$ cat src/rtl/hazard_pkg.sv
// hazard_pkg: source tags (ALU/PC+8/MEM/HI-LO), width defaults and forward-select encoding shared by the hazard unit
package hazard_pkg;
  localparam int TW_DEF = 2;
  localparam int SRCW_DEF = 2;
  localparam logic [1:0] SRC_ALU = 2'd0;
  localparam logic [1:0] SRC_PC8 = 2'd1;
  localparam logic [1:0] SRC_MEM = 2'd2;
  localparam logic [1:0] SRC_HILO = 2'd3;
  localparam int FWD_NONE = 0;
endpackage

$ cat src/rtl/hazard_lookup.sv
// hazard_lookup: youngest-first match of one read port (ra, ren) over N entries (v/wa/tnew/src) at stages OFF.., giving hit, sel, hit_tnew, hit_src
module hazard_lookup
  import hazard_pkg::*;
#(
  parameter int N = 3,
  parameter int OFF = 1,
  parameter int TW = TW_DEF,
  parameter int SRCW = SRCW_DEF,
  parameter int SELW = 2
) (
  input  logic [N-1:0]      v,
  input  logic [N*5-1:0]    wa,
  input  logic [N*TW-1:0]   tnew,
  input  logic [N*SRCW-1:0] src,
  input  logic [4:0]        ra,
  input  logic              ren,
  output logic              hit,
  output logic [SELW-1:0]   sel,
  output logic [TW-1:0]     hit_tnew,
  output logic [SRCW-1:0]   hit_src
);
  always_comb begin
    hit = 1'b0;
    sel = SELW'(FWD_NONE);
    hit_tnew = '0;
    hit_src = '0;
    for (int k = N - 1; k >= 0; k--)
      if (v[k] && wa[5*k+:5] == ra && ra != 5'd0 && ren) begin
        hit = 1'b1;
        sel = SELW'(k + OFF);
        hit_tnew = tnew[TW*k+:TW];
        hit_src = src[SRCW*k+:SRCW];
      end
  end
endmodule

$ cat src/rtl/hazard_scoreboard.sv
// hazard_scoreboard: in-flight write scoreboard; D ports/write/md/flush in, stall, fwd_d/fwd_e selects+tags, md_busy, stall_cnt out
module hazard_scoreboard
  import hazard_pkg::*;
#(
  parameter int NUM_RP = 2,
  parameter int DEPTH = 3,
  parameter int TW = TW_DEF,
  parameter int SRCW = SRCW_DEF,
  parameter int MUL_LAT = 5,
  parameter int DIV_LAT = 10,
  parameter int SELW = $clog2(DEPTH + 1)
) (
  input  logic                   clk,
  input  logic                   reset,
  input  logic [NUM_RP*5-1:0]    d_ra,
  input  logic [NUM_RP*TW-1:0]   d_tuse,
  input  logic [NUM_RP-1:0]      d_ren,
  input  logic                   d_we,
  input  logic [4:0]             d_wa,
  input  logic [TW-1:0]          d_tnew,
  input  logic [SRCW-1:0]        d_src,
  input  logic                   d_md_start,
  input  logic                   d_md_div,
  input  logic                   d_md_acc,
  input  logic [DEPTH-1:0]       flush,
  output logic                   stall,
  output logic [NUM_RP*SELW-1:0] fwd_d,
  output logic [NUM_RP*SRCW-1:0] fwd_d_tag,
  output logic [NUM_RP*SELW-1:0] fwd_e,
  output logic [NUM_RP*SRCW-1:0] fwd_e_tag,
  output logic                   md_busy,
  output logic [31:0]            stall_cnt
);
  localparam int MDW = $clog2((MUL_LAT > DIV_LAT ? MUL_LAT : DIV_LAT) + 2);
  logic [DEPTH-1:0] ev;
  logic [DEPTH*5-1:0] ewa;
  logic [DEPTH*TW-1:0] etn;
  logic [DEPTH*SRCW-1:0] esrc;
  logic [(DEPTH-1)*TW-1:0] etn_dec;
  logic [NUM_RP*5-1:0] e_ra;
  logic [NUM_RP-1:0] e_ren, port_stall;
  logic [MDW-1:0] md_cnt;
  logic md_in_e, md_issue, unused_flush;
  assign unused_flush = flush[DEPTH-1];
  assign md_busy = md_cnt != '0 || md_in_e;
  assign stall = |port_stall || (md_busy && (d_md_start || d_md_acc));
  assign md_issue = d_md_start && !stall && !flush[0];
  always_comb begin
    etn_dec = '0;
    for (int k = 0; k < DEPTH - 1; k++)
      etn_dec[TW*k+:TW] = etn[TW*k+:TW] == '0 ? '0 : etn[TW*k+:TW] - TW'(1);
  end
  for (genvar i = 0; i < NUM_RP; i++) begin : g_port
    logic d_hit, e_hit, d_fwd, e_fwd;
    logic [SELW-1:0] d_sel, e_sel;
    logic [TW-1:0] d_tn, e_tn;
    logic [SRCW-1:0] d_sk, e_sk;
    hazard_lookup #(.N(DEPTH), .OFF(1), .TW(TW), .SRCW(SRCW), .SELW(SELW)) u_d (
      .v(ev), .wa(ewa), .tnew(etn), .src(esrc), .ra(d_ra[5*i+:5]), .ren(d_ren[i]),
      .hit(d_hit), .sel(d_sel), .hit_tnew(d_tn), .hit_src(d_sk));
    hazard_lookup #(.N(DEPTH - 1), .OFF(2), .TW(TW), .SRCW(SRCW), .SELW(SELW)) u_e (
      .v(ev[DEPTH-1:1]), .wa(ewa[DEPTH*5-1:5]), .tnew(etn[DEPTH*TW-1:TW]), .src(esrc[DEPTH*SRCW-1:SRCW]),
      .ra(e_ra[5*i+:5]), .ren(e_ren[i]), .hit(e_hit), .sel(e_sel), .hit_tnew(e_tn), .hit_src(e_sk));
    assign d_fwd = d_hit && d_tn == '0;
    assign e_fwd = e_hit && e_tn == '0;
    assign port_stall[i] = d_hit && d_tn > d_tuse[TW*i+:TW];
    assign fwd_d[SELW*i+:SELW] = d_fwd ? d_sel : SELW'(FWD_NONE);
    assign fwd_d_tag[SRCW*i+:SRCW] = d_fwd ? d_sk : '0;
    assign fwd_e[SELW*i+:SELW] = e_fwd ? e_sel : SELW'(FWD_NONE);
    assign fwd_e_tag[SRCW*i+:SRCW] = e_fwd ? e_sk : '0;
  end
  always_ff @(posedge clk or posedge reset)
    if (reset) begin
      ev <= '0;
      ewa <= '0;
      etn <= '0;
      esrc <= '0;
      e_ra <= '0;
      e_ren <= '0;
      md_cnt <= '0;
      md_in_e <= 1'b0;
      stall_cnt <= '0;
    end else begin
      ev <= {ev[DEPTH-2:0] & ~flush[DEPTH-2:0], d_we && !stall && !flush[0] && d_wa != 5'd0};
      ewa <= {ewa[(DEPTH-1)*5-1:0], d_wa};
      etn <= {etn_dec, d_tnew};
      esrc <= {esrc[(DEPTH-1)*SRCW-1:0], d_src};
      e_ra <= stall || flush[0] ? '0 : d_ra;
      e_ren <= stall || flush[0] ? '0 : d_ren;
      md_cnt <= md_issue ? MDW'(d_md_div ? DIV_LAT + 1 : MUL_LAT + 1) :
                flush[0] && md_in_e ? '0 : md_cnt - MDW'(md_cnt != '0);
      md_in_e <= md_issue;
      stall_cnt <= stall_cnt + 32'(stall && stall_cnt != '1);
    end
endmodule

$ cat config.mk
export PLATFORM = sky130hd
export DESIGN_NAME = hazard_scoreboard
export DESIGN_NICKNAME = d
export VERILOG_FILES = /design/src/rtl/hazard_pkg.sv /design/src/rtl/hazard_lookup.sv /design/src/rtl/hazard_scoreboard.sv
export SDC_FILE = /design/constraint.sdc
export NUM_CORES = 1
export LEC_CHECK = 0
export CORE_MARGIN = 2
export CORE_UTILIZATION = 25
export CTS_BUF_LIST = sky130_fd_sc_hd__clkbuf_16
export CTS_CLUSTER_DIAMETER = 50
export CTS_CLUSTER_SIZE = 30
export DETAILED_ROUTE_END_ITERATION = 6
export GPL_TIMING_DRIVEN = 0
export SYNTH_ARGS = -nofsm -noshare
export SYNTH_HDL_FRONTEND = slang
export SYNTH_SLANG_ARGS = --single-unit
$ cat constraint.sdc
create_clock -name clk -period 5.6 [get_ports clk]
set_input_delay 0.84 -clock clk [delete_from_list [all_inputs] [get_ports clk]]
set_output_delay 0.84 -clock clk [all_outputs]
set_load 0.01 [all_outputs]
==> metrics, run 1 <==
min setup slack post-route=between 0.2 and 0.3 ns; layout cell share with drive strength beyond 1=8.37%; Nets=540; VDD IR max=0.176 mV; Clock Pin Slew Worst Setup and Hold Paths=around 0.06 ns; commonest non-fill, non-tap cell in the layout=dfrtp_1; Leakage=about 2.5 nW; drt wl/cell=~15 µm; reg2reg setup slack=around 0.95 ns; CTS Sinks=approximately 80; final hold vios=0; crit path max fanout=5; hold_ws=around 0.41 ns; Worst Hold Endpoint=esrc[3]; GP Congestion=0.855; Syn Nets=440; max cap viols=0; synth warn=0; DR iter-0 viols=between 100 and 150; skew final=0.00822 ns; P&R area growth vs syn=35.9%; FILL cells=around 1700; Residual DRC=0; storage element area=1980 µm²; num rows=46; Pins Over Slew Limit=0; Worst Hold Launch=esrc[1]; DP Worst Slack=-0.258 ns; core area=between 15000 and 20000 µm²; crit path launch=d_ra[9]; post-synthesis instance area=around 4100 µm²; global-route usage over all layers=around 13%; cell area power density=roughly 290 nW/µm²; Ports=84; Initial DRT Pass Iterations=4; Vias/cell=approximately 4.5; Post-Place Cells=696; Rel. slew slack=48.2%; most frequent cells in the layout=dfrtp_1 (79), clkdlybuf4s50_1 (77), xor2_1 (46); total power=around 1.6 mW; fin crit period=roughly 5.3 ns; Worst-Margin Slew=0.771 ns; Inserted Clock Buffers=9; first-pass GRT wire length=roughly 17000 µm; largest net degree at the start of global routing=between 40 and 50; sequential area share after synthesis=approximately 48%; Final setup violation count=0; flops & latches, synth=79; Die Height=around 130 µm; vias in the first global route=around 3400; antenna cell count=0; Crit path max-delay family=simple AND/OR/NAND/NOR gates; initial antenna violation count=0; Tightest Hold Check Type=flop to flop; Clock Tree Buf Depth=2; Req. time, crit path=roughly 4.8 ns; grt total ovfl=0; drt total wl=between 10000 and 15000 µm; worst path cell trace=clkdlybuf4s50_1 > xor2_1 > nor4_1 > nand3_1 > o211ai_1 > and2_1 > ha_1 > nor2b_1 > o21ai_0 > a31oi_2 > or3_4 > clkdlybuf4s50_1; slowest CP cell=nor4_1; Crit path arrival time=roughly 4.5 ns; fin crit share=between 90% and 100%; most frequent CP cell=clkdlybuf4s50_1; FF-to-FF Start=ewa[12]; Multi-input gate area=2080 µm²; Max stage delay on crit path=~0.65 ns; crit start category=input pin; r2r endpoint=stall_cnt[30]; Root Buffer=clkbuf_16; Detailed Place HPWL=8040 µm; Buf/Inv on CP=2; Port Buf Inserts=between 80 and 90; f_max=187 MHz; Non-Filler Instances=between 700 and 800; clk_lat worst skew=0.34 ns; stages on the worst setup path=12; H-Tree Depth=3; DR vias=approximately 3300; Post-Syn Instances=roughly 400; CTS tree=done; die area=about 18000 µm²; Initial Utilization=between 20% and 30%; WS Path Type=input pin to output port; Worst Reg2Reg Path Length in Cells=19; CP Capture Type=output port; synth unique cells=47; Hold Crit Depth=0; post-route ant nets=0; die width=roughly 130 µm; Synth Area per Inst=just over 10 µm²; outcome=completed
-- flip-flops by register name, indices dropped and copies added, names as in the netlist --
signal and count:
e_ra 10, e_ren 2, esrc 6, etn 6, ev 3, ewa 15
md_cnt 4, md_in_e 1, stall_cnt 32
-- cells by family (layout without fill, tap and decap cells) --
| kind of cell | count (synthesis) | in the layout | share of synthesized area [%] |
|---|---|---|---|
| AND/OR/NAND/NOR | 167 | 167 | 22.0 |
| AO/OA/AOI/OAI | 39 | 39 | 7.85 |
| multiplexers | 1 | 1 | 0.273 |
| buffers and inverters | 22 | 126 | 2.21 |
| adder cells (fa/ha/maj) | 8 | 8 | 2.42 |
| XOR/XNOR | 82 | 82 | 17.4 |
| flip-flops | 79 | 79 | 47.9 |
-- Yosys cell counts (all sizes together) --
| master | n | share of area (%) |
|---|---|---|
| dfrtp | 79 | 48 |
| xor2 | 46 | 9.8 |
| nand2 | 39 | 3.8 |
| xnor2 | 36 | 7.6 |
| nand3 | 24 | 2.9 |
| nor2 | 20 | 1.8 |
| and2 | 17 | 2.6 |
| inv | 17 | 1.5 |
| and3 | 14 | 2.1 |
| nor4 | 13 | 2.4 |
| nor3 | 9 | 1.1 |
| ha | 8 | 2.4 |
| o21ai | 7 | 0.85 |
| or2 | 7 | 1.1 |
| nand4 | 6 | 0.91 |
| o211a | 6 | 1.6 |
| or3 | 6 | 0.91 |
| nor2b | 5 | 0.76 |
| o211ai | 4 | 0.73 |
| o221ai | 4 | 0.85 |
| a21boi | 3 | 0.55 |
| buf | 3 | 0.48 |
| or4 | 3 | 0.64 |
| a211oi | 2 | 0.36 |
| a21oi | 2 | 0.24 |
| a22o | 2 | 0.42 |
| a22oi | 2 | 0.36 |
| a31oi | 2 | 0.82 |
| clkbuf | 2 | 0.18 |
| a211o | 1 | 0.21 |
| mux2 | 1 | 0.27 |
| nand4b | 1 | 0.36 |
| nor3b | 1 | 0.18 |
| nor4b | 1 | 0.21 |
| o21a | 1 | 0.18 |
| o311a | 1 | 0.24 |
| o31a | 1 | 0.21 |
| o31ai | 1 | 0.18 |
| or3b | 1 | 0.21 |
-- report_power, final --
group	switching [mW]	leakage [nW]	internal [mW]
registers	0.0713	1.02	0.633
logic	0.170	1.31	0.189
clock network	0.236	0.135	0.341
total	0.478	2.47	1.16
-- worst max-delay path by stage --
| stage | to |
|---|---|
| 6_report | stall |
| 5_1_grt | stall_cnt[30] |
| 4_1_cts | stall |
| 3_5_place_dp | stall_cnt[18] |
| 3_3_place_gp | stall_cnt[18] |
| 2_1_floorplan | stall_cnt[26] |
-- final cells by class --
type / instances / share of cell area, %
Tap cell: 216 / 4.82
Sequential cell: 79 / 35.2
Buffer: 5 / 0.513
Clock buffer: 9 / 4.01
Clock inverter: 6 / 1.12
Timing Repair Buffer: 89 / 16.1
Inverter: 17 / 1.18
Multi-Input combinational cell: 297 / 37.1
-- metrics by stage --
step	util, %	TNS (ns)	area, µm²
after floorplan	-	0	4130
after global placement	32.6	-1.10	5210
after detailed placement	32.7	-1.25	5240
after CTS	34.5	0	5530
after global routing	35.1	-0.0151	5610
final	35.1	0	5610
-- worst reg2reg max path, delay by kind of cell (launching register included) --
family          cells  cell delay, ns
fa+ha+maj           3            0.69
buf+inv             1            0.08
flops               1            0.46
xor+xnor            2            0.31
compound gates      4            0.79
simple gates        9            2.19
-- metal layers --
metal	vias up	GRT usage, %	part of all wire [%]
li1	1573	-	-
met1	1579	14.7	44
met2	92	21.3	48
met3	15	4.14	7.0
met4	0	4.36	1.7
met5	-	0	0
-- what timing repair did --
| action | 4_1_cts | 5_1_grt |
|---|---|---|
| hold buffers | 0 | 0 |
| gates resized for setup | 0 | 11 |
| setup endpoints to repair | 0 | 12 |
| buffers inserted | 0 | 7 |
| endpoints found under the hold margin | 0 | 0 |
(Power assumes the default switching activity.)
==> run 2, diff against run 1 <==
Settings changed: CTS_CLUSTER_DIAMETER 50 to default.
Clock period 5.6 ns to 5.8 ns, I/O delays scaled along.
==> run 2 against run 1 <==
  * Critical endpoint unchanged
  * Die area unchanged
  * Cell count down 0.14%
  * Routed wire length down 0.14%
  * Clock-buffer cell count unchanged
  * Critical path depth up 1
  * Flip-flop and latch count unchanged
  * Utilization down 0.11 points
  * Clock power down 3.5%
==> metrics, run 2 (synthesized netlist as in run 1, its figures left out) <==
outcome=completed; H-Tree Depth=3 (unchanged); CTS Sinks=79 (unchanged); drt total wl=10600 µm (-0.14%); Initial DRT Pass Iterations=4 (unchanged); die width=133 µm (unchanged); cell area power density=283 nW/µm² (-3.2%); Largest register FFs=32 (unchanged); Core Util, Final=35.0% (-0.11 points); Nets=539 (-0.19%); final hold vios=0 (unchanged); CTS Hold Buffers Added=0 (unchanged); DR iter-0 viols=146 (+4.3%); skew final=0.00697 ns (-0.00125 ns); Detailed Place HPWL=8040 µm (unchanged); Req. time, crit path=4.93 ns (+0.17 ns); commonest non-fill, non-tap cell in the layout=clkdlybuf4s50_1; Die Height=133 µm (unchanged); Largest regs=stall_cnt: 32 flops, ewa: 15 flops, e_ra: 10 flops; DP Worst Slack=-0.0877 ns (+0.170 ns); Buf/Inv on CP=3 (+1); global-route usage over all layers=12.5% (unchanged); DR vias=3247 (-0.37%); worst path cell trace=clkdlybuf4s50_1 > or4_4 > o21ai_0 > nand4b_2 > buf_4 > o211ai_1 > and2_1 > ha_1 > nor2b_1 > o21ai_0 > a31oi_4 > or3_4 > clkdlybuf4s50_1; die area=17600 µm² (unchanged); crit start category=input pin; Multi-input gate area=2080 µm² (-0.12%); Root Buffer=clkbuf_16; CP Capture Type=output port; Final setup violation count=0 (unchanged); Crit path arrival time=4.65 ns (+0.16 ns); storage element area=1980 µm² (unchanged); grt total ovfl=0 (unchanged); Clock Pin Slew Worst Setup and Hold Paths=0.06 ns (about the same); clk_lat worst skew=0.34 ns (about the same); Max stage delay on crit path=0.59 ns (-0.06 ns); WS Path Type=input pin to output port; layout cell share with drive strength beyond 1=7.98% (-0.38 points); Worst-Margin Slew=0.771 ns (+0.000528 ns); largest net degree at the start of global routing=48 (unchanged); FILL cells=1661 (unchanged); initial antenna violation count=0 (unchanged); slowest CP cell=or4_4; first-pass GRT wire length=17500 µm (unchanged); unrepaired setup endpoints after global routing=no; fin crit period=5.52 ns; most frequent cells in the layout=clkdlybuf4s50_1 (80), dfrtp_1 (79), xor2_1 (46); Biggest register=stall_cnt; VDD IR max=0.169 mV (-3.6%); GP Congestion=0.855 (unchanged); Tightest Hold Check Type=flop to flop; Clock Tree Buf Depth=2 (unchanged); antenna cell count=0 (unchanged); drt wl/cell=14.8 µm (about the same); hold_ws=0.414 ns (+0.00000200 ns); Inserted Clock Buffers=9 (unchanged); fin crit share=around 95%; Residual DRC=0 (unchanged); post-route ant nets=0 (unchanged); f_max=about 180 MHz; Crit path max-delay family=simple AND/OR/NAND/NOR gates; Port Buf Inserts=81 (unchanged); Post-Place Cells=696 (unchanged); Initial Utilization=25.8% (unchanged); Ports=84 (unchanged); crit path max fanout=10 (+5); max cap viols=0 (unchanged); setup TNS=0 ns (unchanged); CTS tree=done; P&R area growth vs syn=35.5%; Vias/cell=4.53 (-0.23%); Non-Filler Instances=717 (-0.14%); Leakage=2.44 nW (-1.3%); vias in the first global route=3425 (unchanged); core area=16000 µm² (unchanged); min setup slack post-route=0.282 ns (+0.0160 ns); Pins Over Slew Limit=0 (unchanged); Rel. slew slack=48.1% (about the same); num rows=46 (unchanged)
[run 2: power by group]
part | internal, mW | switching, mW
Clock | 0.329 | 0.228
Sequential | 0.612 | 0.0682
Combinational | 0.183 | 0.164
[run 2: through the flow]
step | total power, mW | instance area, µm²
after global placement | 1.02 | 5210
after CTS | 1.60 | 5530
after detailed placement | 1.03 | 5240
after floorplan | 0.881 | 4130
final | 1.58 | 5590
after global routing | 1.67 | 5590
[run 2: final timing paths]
path,from,end,slack (ns),cells past startpoint
min in group asynchronous,reset,stall_cnt[15],0.90,2
max,d_ra[2],stall,0.28,13
min reg2reg,esrc[1],esrc[3],0.41,0
min,esrc[1],esrc[3],0.41,0
max reg2reg,ewa[12],stall_cnt[30],1.06,19
max in group asynchronous,reset,ev[0],4.32,3
[run 2: repair_timing]
item,4_1_cts,5_1_grt
setup buffers,0,6
setup endpoints to repair,0,7
resized for setup,0,6
[run 2: cell type report]
cell class / instances / area share (%)
clock buffer: 9 / 4.03
timing repair buffer: 88 / 15.8
multi-input combinational: 297 / 37.1
inverter: 17 / 1.19
clock inverter: 6 / 1.12
sequential: 79 / 35.3
tap: 216 / 4.83
buffer: 5 / 0.515
[run 2: metal layers]
layer | routed length, µm | global-route usage, %
met1 | 4640 | 14.7
met2 | 5030 | 21.3
met3 | 749 | 4.14
met4 | 203 | 4.36
met5 | 0 | 0
==> run 3, diff against run 2 <==
Settings changed: CAP_MARGIN from default to 20.
==> results of run 3 <==
The final DEF is identical to that of run 2; final timing and power are the same.
